$ cat config.mk
export PLATFORM = sky130hd
export DESIGN_NAME = hopfield_update
export DESIGN_NICKNAME = d
export VERILOG_FILES = /design/src/rtl/hopfield_update.sv
export SDC_FILE = /design/constraint.sdc
export NUM_CORES = 1
export LEC_CHECK = 0
export BUFFER_PORTS_ARGS = -buffer_cell sky130_fd_sc_hd__clkbuf_2
export CELL_PAD_IN_SITES_DETAIL_PLACEMENT = 2
export CELL_PAD_IN_SITES_GLOBAL_PLACEMENT = 2
export CORE_UTILIZATION = 30
export CTS_BUF_LIST = sky130_fd_sc_hd__clkbuf_4
export DETAILED_ROUTE_END_ITERATION = 12
export PLACE_DENSITY = 0.87
export REMOVE_ABC_BUFFERS = 1
export SLEW_MARGIN = 40
export SYNTH_ARGS = -nofsm -noshare
export SYNTH_HDL_FRONTEND = slang
export SYNTH_SLANG_ARGS = --single-unit
$ cat constraint.sdc
create_clock -name clk -period 5.1 [get_ports clk]
set_input_delay 1.275 -clock clk [delete_from_list [all_inputs] [get_ports clk]]
set_output_delay 1.275 -clock clk [all_outputs]
set_load 0.01 [all_outputs]
$ cat src/rtl/hopfield_update.sv
// Sequential Hopfield relaxation controller: one neuron per ISSUE/EVAL pair.
// Optional flip counter output enabled by defining HOPFIELD_FLIP_STAT_EN.
module hopfield_update #(
    parameter int unsigned MAX_SWEEPS = 15
) (
    input  logic        clk,
    input  logic        rst_n,
    input  logic        start,
    input  logic [39:0] x_init,
    input  logic [9:0]  y,
    output logic [4:0]  row_sel,
    output logic [39:0] xalt_packed,
    output logic        busy,
    output logic        done,
    output logic        converged,
    output logic [7:0]  sweep_cnt
`ifdef HOPFIELD_FLIP_STAT_EN
    ,
    output logic [15:0] flip_cnt
`endif
);

    typedef enum logic [1:0] {
        IDLE  = 2'd0,
        ISSUE = 2'd1,
        EVAL  = 2'd2,
        FIN   = 2'd3
    } state_t;

    state_t      state;
    logic        change_flag;
    logic [5:0]  bit_idx;
    logic [1:0]  cur;
    logic [1:0]  nv;
    logic        changed;
    logic        chg_any;
    logic        last;
    logic [7:0]  sweep_nxt;
    logic [39:0] x_load;

    always_comb begin
        bit_idx   = {row_sel, 1'b0};
        cur       = xalt_packed[bit_idx +: 2];
        nv        = cur;
        if (y[9])
            nv = 2'b11;
        else if (|y)
            nv = 2'b01;
        changed   = (nv != cur);
        chg_any   = change_flag | changed;
        last      = (row_sel == 5'd19);
        sweep_nxt = sweep_cnt + 8'd1;
    end

    // Only the -1 code survives loading; every other pattern becomes +1.
    always_comb begin
        x_load = '0;
        for (int j = 0; j < 20; j++)
            x_load[2*j +: 2] = (x_init[2*j +: 2] == 2'b11) ? 2'b11 : 2'b01;
    end

    always_ff @(posedge clk or negedge rst_n) begin
        if (!rst_n) begin
            state       <= IDLE;
            xalt_packed <= 40'h55_5555_5555;
            row_sel     <= '0;
            busy        <= 1'b0;
            done        <= 1'b0;
            converged   <= 1'b0;
            sweep_cnt   <= '0;
            change_flag <= 1'b0;
`ifdef HOPFIELD_FLIP_STAT_EN
            flip_cnt    <= '0;
`endif
        end else begin
            unique case (state)
                IDLE: begin
                    done <= 1'b0;
                    if (start) begin
                        xalt_packed <= x_load;
                        sweep_cnt   <= '0;
                        change_flag <= 1'b0;
                        row_sel     <= '0;
                        converged   <= 1'b0;
                        busy        <= 1'b1;
                        state       <= ISSUE;
`ifdef HOPFIELD_FLIP_STAT_EN
                        flip_cnt    <= '0;
`endif
                    end
                end
                ISSUE: begin
                    state <= EVAL;
                end
                EVAL: begin
                    xalt_packed[bit_idx +: 2] <= nv;
`ifdef HOPFIELD_FLIP_STAT_EN
                    if (changed && flip_cnt != 16'hFFFF)
                        flip_cnt <= flip_cnt + 16'd1;
`endif
                    if (!last) begin
                        row_sel     <= row_sel + 5'd1;
                        change_flag <= chg_any;
                        state       <= ISSUE;
                    end else begin
                        sweep_cnt <= sweep_nxt;
                        row_sel   <= '0;
                        if (!chg_any) begin
                            converged <= 1'b1;
                            busy      <= 1'b0;
                            done      <= 1'b1;
                            state     <= FIN;
                        end else if (sweep_nxt == 8'(MAX_SWEEPS)) begin
                            busy  <= 1'b0;
                            done  <= 1'b1;
                            state <= FIN;
                        end else begin
                            change_flag <= 1'b0;
                            state       <= ISSUE;
                        end
                    end
                end
                FIN: begin
                    done  <= 1'b0;
                    state <= IDLE;
                end
                default: state <= IDLE;
            endcase
        end
    end

endmodule

### Yosys cells after proc, flatten, opt, wreduce, memory -nomap -nowiden

Cells that the tools add are included.

* shifts and indexed selects: 3
* reduce and logical (&&, ||, !) cells: 11
* add/sub/neg operators: 3
* bitwise operators: 1
* eq/ne operators: 32
* muxes and demuxes: 53

Operator list (count)
* $pmux W40 S2: 1
* $mux W2: 26
* $eq A2 B2 Y1 const B: 22
* $bwmux W40: 1
* $mux W40: 1
* $shift A2 B8 Y40 const A: 1
* $shiftx A2 B8 Y40: 1
* $shiftx A40 B7 Y2: 1
* $mux W8: 2
* $pmux W8 S2: 1
* $mux W1: 13
* $reduce_and A4 Y1: 3
* $mux W5: 2
* $pmux W5 S2: 1
* $reduce_or A10 Y1: 1
* $ne A3 B3 Y1 const B: 3
* $add A8 B1 Y8 const B: 1
* $eq A8 B4 Y1 const B: 1
* $neg A6 Y8: 1
* $pmux W1 S2: 4
* $pmux W2 S4: 1
* $ne A2 B2 Y1 const B: 3
* $reduce_and A3 Y1: 2
* $add A5 B1 Y5 const B: 1
* other kinds (8): 9

* flip-flop bits (word level): 59
* logic and storage cells: 111

### Logic depth before layout (Yosys ltp)

Gate-level depths: netlist of the first run.

* depth after elaboration: 8
* mapped depth: 13
* depth with buffers taken out: 9

### Least setup slack after synthesis of the first run

OpenSTA, ideal clock, no wires.

* path type: input port to flip-flop
* from: input y[9]
* to: register converged
* library setup time: 65 ps
* setup slack: 2437 ps
* buffers on the path: 1
* stages: 7
* arrival: 2598 ps
* data required time: 5035 ps
* cells stage by stage: clkbuf_1 > nand3b_1 > o41a_1 > o221ai_1 > and2_1 > nor4_1 > o22a_1

* cells in the longest elaborated chain, start to end: 7

RTL lines
* start, declared: RTL line 10 `input logic [9:0] y,`
* $reduce_or A10 Y1: RTL line 47 `else if (|y)`
* $mux W2: RTL line 47
* $mux W2 *: RTL line 45 `if (y[9])`
* $ne A2 B2 Y1 *: RTL line 49 `changed = (nv != cur);`
* $or A1 B1 Y1 *: RTL line 50 `chg_any = change_flag | changed;`
* $ne A2 B2 Y1 (no source line) *
* $reduce_and A4 Y1 (no source line) *
* end signal, assigned: RTL line 69 `converged <= 1'b0;`
* end signal, assigned: RTL line 84 `converged <= 1'b0;`
* end signal, assigned: RTL line 109 `converged <= 1'b1;`
* end, declared: RTL line 15 `output logic converged,`

Every way passes the cells marked *; elsewhere a longest branch is shown, timed or not.
A chain may end at the register's enable or synchronous reset.

### Worst setup path in the final report of the first run

* from: register row_sel[0]
* to: register xalt_packed[23]

* cells in the longest elaborated chain, start to end: 6

RTL lines
* start, declared: RTL line 11 `output logic [4:0] row_sel,`
* start signal, assigned: RTL line 102 `row_sel <= row_sel + 5'd1;`
* $shiftx A40 B7 Y2: RTL line 43 `cur = xalt_packed[bit_idx +: 2];`
* $mux W2: RTL line 47
* $mux W2: RTL line 45
* $shiftx A2 B8 Y40: RTL line 96 `xalt_packed[bit_idx +: 2] <= nv;`
* $bwmux W40 *: RTL line 96
* $pmux W40 S2 *: RTL line 76 `unique case (state)`
* end signal, assigned: RTL line 80 `xalt_packed <= x_load;`
* end signal, assigned by index: RTL line 96
* end, declared: RTL line 12 `output logic [39:0] xalt_packed,`

Marks and branches as above.

==> impl_metrics.ini, run 1 <==
[grt]
grt_usage_pct = 22.8
grt_max_degree = 63
grt_pass1_wl_mm = 23.2
antenna_found_initial = 0
grt_pass1_vias = 4289
overflow = 0

[die]
core_mm2 = 0.0127
rows = 41
die_y_um = 116
die_area_mm2 = 0.0135
start_util_pct = 30.9
fp.dieW_um = 116
pin_count = 109

[timing]
worst_slack_ps = 1820
fin_worst_skew_ps = 33.0
min_period_over_period_pct = 64.4
max_slew.worst_pin.slew_ps = 805
setup_tns_ps = 0
finalHoldViolations = 0
fmax_ghz = 0.304
drv_slew = 0
setup_viol = 0
period_needed_ps = 3280
max_slew_margin_pct = 45.8
rsz0062_at_grt = no

[finish]
fill_cells = 1434
layout.area.seq_mm2 = 0.00150
area_growth_pct = 21.9
layout_commonest_cell = clkbuf_2
layout_common_cells = clkbuf_2 (108), nand2_1 (68), dfrtp_1 (39)
multi_input_area_mm2 = 0.00226
drive_above_1_share_pct = 34.7
antennaDiodeCount = 0
final_nets = 590

[drt]
drt_first_pass_iters = 4
drc = 0
drt_iter0_drc = 139
ant_nets = 0
post_drt_wl_per_cell_um = 20.9
wirelength_mm = 14.8
post_drt_via_cell_ratio = 5.53
dr_total_vias = 3898

[job]
cap_violations = 0

[yosys]
synth_cell_types = 68
dominantRegCellSynth = dfrtp_1
synth_top_area_cell = dfrtp_1
synth-edff-count = 0
async_reset_ff_share_pct = 100
ys_seq_area_share_pct = 38.4
syn_area_per_cell_um2 = 9.12
syn_inst = 429
ys_ff_latch = 59
syn_area_mm2 = 0.00391
ys_warn_count = 0
synth_top_cell_area_share_pct = 24.9
synth_area_leaders = dfrtp_1 (25%), dfstp_2 (13%), nand2_1 (6.5%)

[setup_path]
start_kind = register
endpoint_kind = register
cpPeakStageDelay_ps = 650
crit_top_cell = a21oi_1
critPathSlowestCell = dfrtp_1
path_class = register to register
worstReg2RegStart = row_sel[0]$_DFFE_PN0P_
cp_max_fo = 20
required_ps = 5450
cp-startpoint = row_sel[0]$_DFFE_PN0P_
crit_path_cell_trace = buf_4 > inv_1 > ha_1 > nor2_1 > o21ai_0 > a21oi_1 > nand2_1 > a21oi_1 > o221ai_1 > o21a_1
crit_arrival_ps = 3630

[cts]
cts.sinks = 59
cts-buffers-inserted = 9
clk_pin_slew_ps = 120
cts_resized = 0
clockBufferDepth = 2
root_buffer = clkbuf_4
cts_tree = yes
cts_max_level = 3
clk-insertion-delay-late_ps = 470
ctsHoldBuffers = 0
postCtsSetupRepairBufs = 0

[power_and_ir_drop]
p_leak_nw = 2.05
powerDensity_mw_per_mm2 = 204
vdd_ir_drop_max_mv = 0.108

[min_path]
hold_start = busy$_DFFE_PN0P_
min_path_type = register to register

[place]
io_buffer_count = 108
dpl.hpwl_mm = 10.9
place_congestion = 0.861
pre_cts_slack_ps = 1760

[status]
status = finished, final reports clean
-- Yosys cell counts (2+ instances only) --
cell,instances
mux2_2,9
dfrtp_1,39
a31oi_1,3
buf_2,4
a31o_2,2
nor2_2,2
nor2b_1,8
o31ai_1,4
a21oi_1,36
inv_1,9
or3_1,2
and2_1,3
buf_1,2
nand4_1,4
nand3_1,9
clkbuf_1,16
mux2i_1,12
mux4_2,6
nor2_1,33
mux2_1,4
ha_1,9
a22o_1,2
o2111ai_4,2
a2bb2oi_1,8
nor4_1,4
dfstp_2,20
nand2b_1,8
o21ai_0,24
o21a_1,9
a211oi_1,2
buf_4,3
o22ai_1,11
xnor2_1,2
and3_1,4
nor3_1,4
o221ai_1,10
nand2_1,68
nand3b_1,2
-- layer usage --
layer  vias up  GRT usage, %  wire (um)
met5         -             0          0
met4         0          9.66        305
met3        26          2.59        469
met2       104          40.9       7610
met1      1996          27.5       6360
li1       1772             -          -
-- area by class of cell --
class,instances,share of cell area [%]
Inverter,9,0.708
Tap cell,172,4.51
Timing Repair Buffer,114,12.3
Multi-Input combinational cell,335,47.5
Clock buffer,9,1.42
Clock inverter,7,2.12
Sequential cell,59,31.5
-- sequential cells by signal (all words and copies together), names as in the netlist --
| register | cells |
|---|---|
| xalt_packed | 40 |
| done | 1 |
| converged | 1 |
| state | 2 |
| row_sel | 5 |
| busy | 1 |
| change_flag | 1 |
| sweep_cnt | 8 |
-- final timing paths --
check	end	slack [ps]	cells after the start
setup / recovery	xalt_packed[23]$_DFFE_PN0P_	1820	10
hold / removal	busy$_DFFE_PN0P_	490	1
setup reg to reg	xalt_packed[23]$_DFFE_PN0P_	1820	10
hold reg to reg	busy$_DFFE_PN0P_	490	1
max in group asynchronous	sweep_cnt[5]$_DFFE_PN0P_	3760	2
min in group asynchronous	sweep_cnt[4]$_DFFE_PN0P_	880	2
-- logic make-up after synthesis --
family	count (synthesis)	share of synthesized area, %
buffers and inverters	35	3.97
adders and majority gates	9	2.88
DFF	59	38.4
AOI/OAI and AO/OA	135	25.0
and+or+nand+nor	157	18.8
xor gates and xnor gates	3	0.672
muxes	31	10.3
-- where the power goes --
part	switching (mW)	total [mW]	internal, mW	leakage, nW
logic	0.0364	0.0696	0.0332	1.29
clock network	0.218	0.419	0.201	0.0827
registers	0.00917	0.486	0.477	0.674
-- worst max-delay path, delay by kind of cell (launching register included) --
kind            cells  cell delay, ps
compound gates      5            1340
fa+ha+maj           1             260
buf+inv             2             530
flops               1             650
simple gates        2             400
-- metrics by stage --
step	hold slack, ps	utilization (%)	power [mW]	std cells	instance area [um2]
after floorplan	476	-	0.514	403	3790
after global placement	471	36.2	0.561	688	4590
after detailed placement	478	36.2	0.564	688	4590
after CTS	501	37.6	0.978	704	4760
after global routing	522	37.6	1.01	705	4770
final	494	37.6	0.975	705	4770
(Power assumes the default switching activity.)
==> inputs of run 2 (changes only) <==
clock period = 3.4 ns   (was 5.1 ns; I/O delays follow)
==> run 2 against run 1 <==
Non-clock buffer count up 7; critical path depth down 2; cell count up 0.99%; highest routed layer unchanged; worst setup slack worse by 1300 ps; clock skew down 15 ps.
==> impl_metrics.ini, run 2 (same netlist as run 1, synthesis figures left out) <==
[drt]
drc = 0
post_drt_wl_per_cell_um = 21.3
drt_iter0_drc = 169
post_drt_via_cell_ratio = 5.54
ant_nets = 0
wirelength_mm = 15.2
dr_total_vias = 3943
drt_first_pass_iters = 4

[timing]
setup_viol = 0
period_needed_ps = 2860
min_period_over_period_pct = 84.1
max_slew_margin_pct = 51.8
drv_slew = 0
rsz0062_at_grt = no
max_slew.worst_pin.slew_ps = 723
setup_tns_ps = 0
worst_slack_ps = 540
fmax_ghz = 0.350
finalHoldViolations = 0
fin_worst_skew_ps = 17.6

[finish]
largest_reg_flops = 40
antennaDiodeCount = 0
max_flop_register = xalt_packed
drive_above_1_share_pct = 35.4
area_growth_pct = 22.5
final_nets = 597
fin_area_mm2 = 0.00479
layout_commonest_cell = clkbuf_2
top_regs = xalt_packed (40), sweep_cnt (8), row_sel (5)
layout_common_cells = clkbuf_2 (107), nand2_1 (68), dfrtp_1 (39)

[power_and_ir_drop]
swShare_pct = 26.7
switchingPower_mw = 0.362
pwr-share-seq_pct = 54.1
pwr-share-comb_pct = 7.8
p_leak_nw = 2.08
p_clk_share_pct = 38.1
total_power_mw = 1.35
vdd_ir_drop_max_mv = 0.112
powerDensity_mw_per_mm2 = 282
intPower_mw = 0.992

[setup_path]
path_class = register to register
worstReg2RegStart = row_sel[0]$_DFFE_PN0P_
r2r_slack_ps = 540
rr_worst_depth = 8
crit_path_cell_trace = inv_1 > ha_1 > nand2b_1 > o32ai_2 > nand2_1 > a21oi_1 > o221ai_1 > o21a_1
r2r-end = xalt_packed[11]$_DFFE_PN0P_
crit_arrival_ps = 3200
critPathSlowestCell = dfrtp_1
cp_max_fo = 12
cpPeakStageDelay_ps = 660
start_kind = register
cp_top_family = compound AO/OA/AOI/OAI gates
required_ps = 3740
endpoint_kind = register
path_buf_inv = 1

[cts]
clockBufferDepth = 2
postCtsSetupRepairBufs = 0
clk_pin_slew_ps = 110
cts_max_level = 3
cts.sinks = 59
clk-insertion-delay-late_ps = 450
cts_resized = 0
cts-buffers-inserted = 9
cts_tree = yes
root_buffer = clkbuf_4
ctsHoldBuffers = 0

[die]
start_util_pct = 30.9
pin_count = 109
rows = 41
die_y_um = 116
fp.dieW_um = 116
core_mm2 = 0.0127
die_area_mm2 = 0.0135

[grt]
overflow = 0
antenna_found_initial = 0
grt_max_degree = 57
grt_pass1_vias = 4314
grt_pass1_wl_mm = 23.9
grt_usage_pct = 23.8

[place]
place_congestion = 0.874
io_buffer_count = 108
pre_cts_slack_ps = 452
dpl.hpwl_mm = 11.5
placed_area_mm2 = 0.00466

[min_path]
min_path_type = primary input to async pin

[job]
cap_violations = 0

[status]
status = finished, final reports clean
## run 2: worst max-delay path by stage
stage / start / to / slack (ps) / cells past startpoint
finish: row_sel[0]$_DFFE_PN0P_ / xalt_packed[11]$_DFFE_PN0P_ / 540 / 8
global placement: start / sweep_cnt[7]$_DFFE_PN0P_ / 600 / 7
CTS: state[0]$_DFFE_PN0P_ / sweep_cnt[7]$_DFFE_PN0P_ / 570 / 8
global route: state[0]$_DFFE_PN0P_ / sweep_cnt[3]$_DFFE_PN0P_ / 350 / 8
floorplan: state[0]$_DFFE_PN0P_ / xalt_packed[9]$_DFFE_PN0P_ / 90 / 6
detailed placement: start / sweep_cnt[7]$_DFFE_PN0P_ / 450 / 7
## run 2: final cells by class
class,instances,area [um2]
Tap cell,172,215
Multi-Input combinational cell,335,2260
Sequential cell,59,1500
Clock buffer,10,75.1
Fill cell,1465,7880
Inverter,9,33.8
Clock inverter,6,56.3
Timing Repair Buffer,121,651
## run 2: worst reg2reg max path: cells and delay by family, from the launching register on
family                     cells  cell delay, ps
AOI/OAI and AO/OA              4            1230
DFF                            1             660
and+or+nand+nor                2             370
adders and majority gates      1             320
buffers and inverters          1             180
## run 2: metrics by stage
step	std cells	util, %	hold WS [ps]
floorplan	403	-	476
global placement	696	36.8	486
detailed placement	696	36.8	484
CTS	712	37.8	454
global route	712	37.8	457
finish	712	37.8	437
## run 2: power by group through the flow
stage / Clock [mW] / Combinational (mW) / Sequential, mW
finish: 0.516 / 0.106 / 0.732
detailed placement: 0 / 0.107 / 0.744
floorplan: 0 / 0.0292 / 0.742
CTS: 0.528 / 0.108 / 0.731
global route: 0.553 / 0.116 / 0.733
global placement: 0 / 0.103 / 0.743
## run 2: layer usage
layer	track usage [%]	share of wire, %
met1	29.0	43
met2	42.5	52
met3	3.43	3.5
met4	8.89	2.2
met5	0	0
==> inputs of run 3 (changes only) <==
clock period = 2.9 ns   (was 3.4 ns; I/O delays follow)
==> run 3 against run 2 <==
Die area stayed put; non-clock buffer count is 5 higher; first-iteration DRC count is 37% higher; global-route usage is 0.81 points lower; clock power is 16% higher; utilization is 0.40 points higher; clock skew is 9.3 ps lower; cell count is 0.70% higher; critical path depth is 1 lower; maximum frequency is 5.4% higher; critical path type unchanged; sequential cell count stayed put.
==> impl_metrics.ini, run 3 (same netlist as run 1, synthesis figures left out) <==
[finish]
top_regs = xalt_packed (40), sweep_cnt (8), row_sel (5)
antennaDiodeCount = 0
multi_input_area_mm2 = 0.00226
largest_reg_flops = 40
utilization_pct = 38.2
fill_cells = 1472
layout.area.seq_mm2 = 0.00150
fin_area_mm2 = 0.00484
area_growth_pct = 23.8
final_nets = 602
layout_common_cells = clkbuf_2 (107), nand2_1 (68), dfrtp_1 (39)
fin_cells = 717
layout_commonest_cell = clkbuf_2
max_flop_register = xalt_packed
drive_above_1_share_pct = 36.0

[place]
place_congestion = 0.824
pre_cts_slack_ps = 212
dpl.hpwl_mm = 11.4
dp_cells = 701
placed_area_mm2 = 0.00471
io_buffer_count = 108

[power_and_ir_drop]
powerDensity_mw_per_mm2 = 326
total_power_mw = 1.58
vdd_ir_drop_max_mv = 0.214
p_leak_nw = 2.11

[drt]
drt_first_pass_iters = 4
post_drt_via_cell_ratio = 5.51
dr_total_vias = 3949
drt_iter0_drc = 232
drc = 0
ant_nets = 0
wirelength_mm = 14.9
post_drt_wl_per_cell_um = 20.8

[grt]
overflow = 0
grt_pass1_wl_mm = 23.2
grt_max_degree = 40
use_met2_pct = 40.6
gr-usage-met1_pct = 28.7
antenna_found_initial = 0
met3_usage_pct = 3.53
grt_usage_pct = 23.0
grt_pass1_vias = 4127
grt.busiest_layer = met2

[cts]
ctsHoldBuffers = 0
clk_pin_slew_ps = 110
cts-buffers-inserted = 9
postCtsSetupRepairBufs = 0
clk-insertion-delay-late_ps = 430
cts_resized = 0
root_buffer = clkbuf_4
cts_max_level = 3
clockBufferDepth = 2
cts.sinks = 59
cts_tree = yes

[timing]
fmax_ghz = 0.369
max_slew.worst_pin.slew_ps = 690
rsz0062_at_grt = no
drv_slew = 0
min_period_over_period_pct = 93.5
period_needed_ps = 2710
worst_slack_ps = 188
fin_worst_skew_ps = 8.31
setup_viol = 0
finalHoldViolations = 0
max_slew_margin_pct = 54.0

[setup_path]
cp-startpoint = row_sel[2]$_DFFE_PN0P_
path_class = register to register
crit_path_cell_trace = mux4_2 > a22oi_2 > o31a_2 > a21oi_4 > o211ai_2 > o22ai_1 > mux2_2
worstReg2RegStart = row_sel[2]$_DFFE_PN0P_
cpPeakStageDelay_ps = 720
path_buf_inv = 0
endpoint_kind = register
start_kind = register
cp_max_fo = 15
crit_arrival_ps = 3040
critPathSlowestCell = dfrtp_1
cp_top_family = compound AO/OA/AOI/OAI gates
required_ps = 3220

[die]
core_mm2 = 0.0127
die_area_mm2 = 0.0135
rows = 41
die_y_um = 116
fp.dieW_um = 116
pin_count = 109
start_util_pct = 30.9

[min_path]
min_path_type = primary input to async pin

[job]
cap_violations = 0

[status]
status = finished, final reports clean
## run 3: report_power, final
group	total [mW]	switching, mW	internal, mW	leakage [nW]
logic	0.124	0.0636	0.0606	1.36
clock network	0.601	0.336	0.265	0.0736
registers	0.856	0.0172	0.838	0.674
## run 3: metrics by stage
step	TNS [ps]	hold slack, ps
floorplan	-7010	429
global placement	0	481
detailed placement	0	493
CTS	0	341
global route	0	340
finish	0	321
## run 3: area by class of cell
class	count	share of cell area (%)
clock inverters	6	1.16
inverters	9	0.697
flip-flops and latches	59	31.0
multi-input cells	335	46.7
repair buffers	126	14.5
well taps	172	4.44
clock buffers	10	1.55
## run 3: path summary, 6_finish.rpt
path | endpoint | slack, ps | depth (start not counted)
max reg2reg | xalt_packed[3]$_DFFE_PN0P_ | 190 | 7
min in group clk | busy$_DFFE_PN0P_ | 500 | 1
min reg2reg | busy$_DFFE_PN0P_ | 500 | 1
max in group asynchronous | xalt_packed[12]$_DFFE_PN1P_ | 1870 | 2
min | sweep_cnt[2]$_DFFE_PN0P_ | 320 | 1
max | xalt_packed[3]$_DFFE_PN0P_ | 190 | 7
## run 3: per-layer routing
metal,part of all wire [%],vias to the layer above
met5,0,-
met4,1.9,0
met3,3.4,22
met2,51,102
met1,43,2024
li1,-,1801
